$ cat config.mk
export PLATFORM = sky130hd
export DESIGN_NAME = fx_conv_ci_ctrl
export DESIGN_NICKNAME = d
export VERILOG_FILES = /design/src/rtl/fx_ctrl_pkg.sv /design/src/rtl/fx_conv_core.sv /design/src/rtl/fx_conv_ci_ctrl.sv
export SDC_FILE = /design/constraint.sdc
export NUM_CORES = 1
export LEC_CHECK = 0
export CAP_MARGIN = 20
export CORE_UTILIZATION = 60
export CTS_BUF_LIST = sky130_fd_sc_hd__clkbuf_8 sky130_fd_sc_hd__clkbuf_16
export DETAILED_ROUTE_END_ITERATION = 16
export HOLD_SLACK_MARGIN = 0.05
export PLACE_DENSITY = 0.82
export SYNTH_ARGS = -nofsm -noshare
export SYNTH_HDL_FRONTEND = slang
export SYNTH_SLANG_ARGS = --single-unit
$ cat constraint.sdc
create_clock -name clk -period 8.53 [get_ports clk]
set_clock_uncertainty 0.05 [all_clocks]
set_input_delay 1.706 -clock clk [delete_from_list [all_inputs] [get_ports clk]]
set_output_delay 1.706 -clock clk [all_outputs]
set_load 0.005 [all_outputs]
$ cat src/rtl/fx_ctrl_pkg.sv
// rtl/fx_ctrl_pkg.sv - shared types and Q2.22 constants for the float-to-fixed custom instruction
package fx_ctrl_pkg;

    typedef enum logic [1:0] {
        IDLE    = 2'd0,
        CONV_A  = 2'd1,
        CONV_B  = 2'd2,
        COMBINE = 2'd3
    } state_t;

    typedef enum logic [1:0] {
        CONV    = 2'd0,
        SUM2    = 2'd1,
        ACC     = 2'd2,
        READCLR = 2'd3
    } op_t;

    localparam int              FX_W   = 24;
    localparam logic [FX_W-1:0] FX_ONE = 24'h400000;
    localparam logic [FX_W-1:0] FX_MAX = 24'h7FFFFF;
    localparam logic [FX_W-1:0] FX_MIN = 24'h800000;

    // Clamp value for an out-of-range operand, chosen by the float sign
    function automatic logic [FX_W-1:0] fx_clamp(input logic sign);
        return sign ? FX_MIN : FX_MAX;
    endfunction

endpackage

$ cat src/rtl/fx_conv_core.sv
// rtl/fx_conv_core.sv - combinational IEEE-754 single to Q2.22 converter, no saturation
module fx_conv_core
    import fx_ctrl_pkg::*;
(
    input  logic [31:0]     fp,
    output logic [FX_W-1:0] fx
);

    logic            sign;
    logic [7:0]      exp_f;
    logic [22:0]     man;
    logic [7:0]      shamt;
    logic [FX_W-1:0] mag;

    // Shift the hidden-one mantissa into Q2.22; exponents >= 128 yield junk and are clamped upstream
    always_comb begin
        sign  = fp[31];
        exp_f = fp[30:23];
        man   = fp[22:0];
        shamt = 8'd128 - exp_f;
        mag   = {1'b1, man} >> shamt;
        if (exp_f <= 8'd103) begin
            fx = '0;
        end else if (sign) begin
            fx = -mag;
        end else begin
            fx = mag;
        end
    end

endmodule

$ cat src/rtl/fx_conv_ci_ctrl.sv
// rtl/fx_conv_ci_ctrl.sv - multi-cycle custom instruction sharing one converter, with accumulator
module fx_conv_ci_ctrl
    import fx_ctrl_pkg::*;
#(
    parameter int ACC_W = 32
) (
    input  logic             clk,
    input  logic             reset,
    input  logic             clk_en,
    input  logic             start,
    input  logic [1:0]       n,
    input  logic [31:0]      dataa,
    input  logic [31:0]      datab,
    output logic [ACC_W-1:0] result,
    output logic             done
);

    state_t          state;
    state_t          state_nxt;
    op_t             op_n;
    logic [31:0]     op_a;
    logic [31:0]     op_b;
    logic [31:0]     conv_in;
    logic [FX_W-1:0] core_fx;
    logic [FX_W-1:0] fx_sat;
    logic [FX_W-1:0] fx_a;
    logic [FX_W-1:0] fx_b;
    logic [ACC_W-1:0] ext_a;
    logic [ACC_W-1:0] ext_b;
    logic [ACC_W-1:0] acc;
    logic [ACC_W-1:0] acc_sum;

    fx_conv_core u_core (
        .fp (conv_in),
        .fx (core_fx)
    );

    // Converter operand mux and clamp; exp >= 128 is just the top exponent bit
    always_comb begin
        conv_in = (state == CONV_B) ? op_b : op_a;
        fx_sat  = conv_in[30] ? fx_clamp(conv_in[31]) : core_fx;
        ext_a   = ACC_W'($signed(fx_a));
        ext_b   = ACC_W'($signed(fx_b));
        acc_sum = acc + ext_a;
    end

    // Next-state logic: second conversion only for SUM2
    always_comb begin
        state_nxt = state;
        case (state)
            IDLE:    if (start) state_nxt = CONV_A;
            CONV_A:  state_nxt = (op_n == SUM2) ? CONV_B : COMBINE;
            CONV_B:  state_nxt = COMBINE;
            COMBINE: state_nxt = IDLE;
            default: state_nxt = IDLE;
        endcase
    end

    // State register, frozen while clk_en is low
    always_ff @(posedge clk or posedge reset) begin
        if (reset) begin
            state <= IDLE;
        end else if (clk_en) begin
            state <= state_nxt;
        end
    end

    // Operand capture at start and per-operand conversion results
    always_ff @(posedge clk or posedge reset) begin
        if (reset) begin
            op_a <= '0;
            op_b <= '0;
            op_n <= CONV;
            fx_a <= '0;
            fx_b <= '0;
        end else if (clk_en) begin
            if (state == IDLE && start) begin
                op_a <= dataa;
                op_b <= datab;
                op_n <= op_t'(n);
            end
            if (state == CONV_A) fx_a <= fx_sat;
            if (state == CONV_B) fx_b <= fx_sat;
        end
    end

    // Combine stage: result, accumulator update and the one-cycle done pulse
    always_ff @(posedge clk or posedge reset) begin
        if (reset) begin
            result <= '0;
            acc    <= '0;
            done   <= 1'b0;
        end else if (clk_en) begin
            done <= (state == COMBINE);
            if (state == COMBINE) begin
                case (op_n)
                    CONV:    result <= ext_a;
                    SUM2:    result <= ext_a + ext_b;
                    ACC: begin
                        result <= acc_sum;
                        acc    <= acc_sum;
                    end
                    READCLR: begin
                        result <= acc;
                        acc    <= '0;
                    end
                    default: result <= ext_a;
                endcase
            end
        end
    end

endmodule

==> flow_summary.yaml <==
finish:
  finalNonFillerCells: 1738
  area_growth_pct: 13.7
  final_layout_size_suffix_gt1_share_pct: 11.9
  n_antenna_cell: 0
  final_area_um2: 14700
  nets: 1585
yosys:
  synth_area_um2: 13000
  synth_top_area_share_pct: 35.0
  yosysTopAreaCell: "dfrtp_1"
  ys_top_cells_by_area: "dfrtp_1, mux2_2, mux2i_1"
  synth_top_family_by_area: "compound AO/OA/AOI/OAI gates"
  synth_compound_area_share_pct: 19.1
  yosys_most_used_dff: "dfrtp_1"
  synth_cells: 1390
  ys_types: 84
  synth-seq-cells: 181
  synth.area.mux_share_pct: 17.6
  synth_edf_count: 0
  async_reset_ff_share_pct: 100
  synth-simple-area-share_pct: 15.1
  yosysWarningCount: 0
  ys_seq_area_share_pct: 35.0
  synth_xor_area_share_pct: 3.65
  avgSynthCellArea_um2: 9.32
  syn_nets: 1524
  synth_adder_area_share_pct: 6.30
sta:
  hold_viol: 0
  slew_viol_final: 0
  finalCritPeriodShare_pct: 75.8
  rsz0062_at_grt: "no"
  max_freq_mhz: 155
  setup-violations-final: 0
  tightestPinTransition_ps: 1140
  setup_slack_ps: 2070
  final.min_clock_period_ps: 6460
  relSlewSlack_pct: 23.4
  fin_setup_tns_ps: 0
detailed_routing:
  first_pass_iters: 6
  drt-wirelength-per-cell_um: 19.5
  drtIter0Drc: 875
  vias: 11300
  antenna_left: 0
  finalWirelength_um: 33800
  drc: 0
  viasPerCell: 6.51
worst_setup_path:
  crit_fanout: 66
  crit_required_ps: 8780
  worstSetupStartpointType: "register"
  r2r-end: "fx_b[22]"
  r2r_slack_ps: 2070
  critPathSlowestCell: "ha_1"
  end_kind: "register"
  worstPathBufferInverterCount: 3
  critical_path_arrival_ps: 6710
  r2r_cells: 17
  path_cells: "inv_1, ha_2, buf_4, mux2i_1, ha_1, inv_1, mux4_2, mux2i_1, mux2_2, a21oi_1, or3_1, ha_1, nand3_1, or4_1, or4_4, a311oi_2, a21oi_1"
  cp_top_family: "simple AND/OR/NAND/NOR gates"
  r2r_start: "state[0]"
  crit_type: "reg2reg"
  slowest_delay_ps: 840
die:
  num_io_pins: 103
  die_h_um: 149
  dieArea_um2: 22200
  core_area_um2: 21100
  rows: 53
  fp.dieW_um: 149
  initial_core_util_pct: 61.4
hold_path:
  hold_path_class: "reg2reg"
  hp-start: "result[17]"
  hold_depth: 2
  worstHoldEndpoint: "result[17]"
clocking:
  cts-root-buf: "clkbuf_16"
  postCtsSetupRepairBufs: 0
  htree_levels: 4
  numCtsBuffers: 17
  clock-sinks: 181
  cts_tree: "built"
  post_cts_resized: 0
  cts_buffer_depth: 2
  clk_pin_slew_ps: 70
  clk_latency_ps: 440
  ctsHoldBuffers: 0
job:
  maxCapViolations: 0
global_route:
  grt_pass1_wl_um: 55300
  grt_pass1_vias: 10900
  grt_max_degree: 103
  grt_overflow: 0
  grt_usage_pct: 31.5
  antenna_found_initial: 0
placed_design:
  dpl.cell_count: 1706
  gp_congestion: 0.937
  place_ws_ps: 2080
  portBuffers: 102
  dpl-instance-area_um2: 14100
  dp_hpwl_um: 24500
run_status:
  outcome: "finished clean"
cells in the final DEF, fill, tap and decap left out, drive strengths merged, types with 6 or more instances in the layout:
| cell type | netlist | routed |
|---|---|---|
| dfrtp | 181 | 181 |
| nand2 | 140 | 140 |
| nor2 | 135 | 135 |
| a21oi | 113 | 113 |
| clkdlybuf4s50 | 0 | 102 |
| mux2 | 82 | 82 |
| mux2i | 79 | 79 |
| o21ai | 76 | 76 |
| ha | 62 | 62 |
| nor3 | 41 | 41 |
| xnor2 | 34 | 34 |
| nand3 | 30 | 30 |
| inv | 27 | 30 |
| a21o | 29 | 29 |
| mux4 | 25 | 25 |
| a22o | 24 | 24 |
| xor2 | 20 | 20 |
| clkbuf | 57 | 20 |
| buf | 18 | 15 |
| and3 | 14 | 14 |
| a211oi | 14 | 14 |
| and2 | 13 | 13 |
| a31oi | 13 | 13 |
| o211ai | 12 | 12 |
| o21a | 11 | 11 |
| o21bai | 9 | 9 |
| nor4 | 9 | 9 |
| a221oi | 8 | 8 |
| nand4 | 7 | 7 |
| a211o | 6 | 6 |
| or3 | 6 | 6 |
| a311oi | 6 | 6 |
kinds of logic (layout without fill, tap and decap cells):
kind of cell	after synthesis	in the layout
adders and majority gates	64	64
muxes	186	186
DFF	181	181
and+or+nand+nor	426	426
xor gates and xnor gates	54	54
buffers and inverters	103	176
AOI/OAI and AO/OA	376	376
metal layers:
layer	GRT usage [%]	part of all wire [%]	vias to the layer above	wire, um
met3	4.62	6.2	92	2080
li1	-	-	5281	-
met4	13.2	3.4	0	1140
met5	0	0	-	0
met1	39.4	41	5478	14000
met2	54.4	49	466	16600
worst reg2reg max path, cell delays in order (launching register included):
cell      delay, ps
dfrtp_1         420
inv_1           130
ha_2            230
buf_4           670
mux2i_1         190
ha_1            840
inv_1           600
mux4_2          490
mux2i_1          60
mux2_2          280
a21oi_1         140
or3_1           170
ha_1            210
nand3_1         120
or4_1           730
or4_4           610
a311oi_2        290
a21oi_1         100
cell usage after synthesis, drive strengths merged, types with 4 or more instances:
| cell type | count |
|---|---|
| dfrtp | 181 |
| nand2 | 140 |
| nor2 | 135 |
| a21oi | 113 |
| mux2 | 82 |
| mux2i | 79 |
| o21ai | 76 |
| ha | 62 |
| clkbuf | 57 |
| nor3 | 41 |
| xnor2 | 34 |
| nand3 | 30 |
| a21o | 29 |
| inv | 27 |
| mux4 | 25 |
| a22o | 24 |
| xor2 | 20 |
| buf | 18 |
| a211oi | 14 |
| and3 | 14 |
| a31oi | 13 |
| and2 | 13 |
| o211ai | 12 |
| o21a | 11 |
| nor4 | 9 |
| o21bai | 9 |
| a221oi | 8 |
| nand4 | 7 |
| a211o | 6 |
| a311oi | 6 |
| or3 | 6 |
| nor2b | 5 |
| o22a | 5 |
| o22ai | 5 |
| o31ai | 5 |
| a2bb2oi | 4 |
| a32o | 4 |
| nor4b | 4 |
| o311ai | 4 |
| or4 | 4 |
worst max path at each step:
stage               startpoint  endpoint  slack [ps]  depth (start not counted)
global placement      state[0]  fx_b[22]        2250                         16
finish                state[0]  fx_b[22]        2070                         17
detailed placement    state[0]  fx_b[22]        2080                         16
global route          state[0]  fx_a[18]        1670                         18
floorplan                reset    acc[0]        1860                          1
CTS                   state[0]  fx_b[22]        2070                         16
through the flow:
stage | utilization, % | hold WS [ps]
3_3_place_gp | 67.1 | 400
6_report | 69.8 | 423
2_1_floorplan | - | 413
4_1_cts | 69.8 | 428
3_5_place_dp | 67.1 | 413
5_1_grt | 69.8 | 444
state kept, by name (all words and copies together), names as in the netlist:
| name | count |
|---|---|
| acc | 32 |
| done | 1 |
| fx_a | 24 |
| fx_b | 24 |
| op_a | 32 |
| op_b | 32 |
| op_n | 2 |
| result | 32 |
| state | 2 |
final cells by class:
| class | instances | area, um2 |
|---|---|---|
| sequential | 181 | 4530 |
| fill | 1641 | 6360 |
| multi-input combinational | 1106 | 8040 |
| clock buffer | 20 | 467 |
| timing repair buffer | 117 | 1140 |
| tap | 275 | 344 |
| clock inverter | 11 | 103 |
| inverter | 28 | 110 |
Power is left out: the tool's default activity adds up to more than one toggle a clock period on the data nets, which glitch-free logic cannot reach.
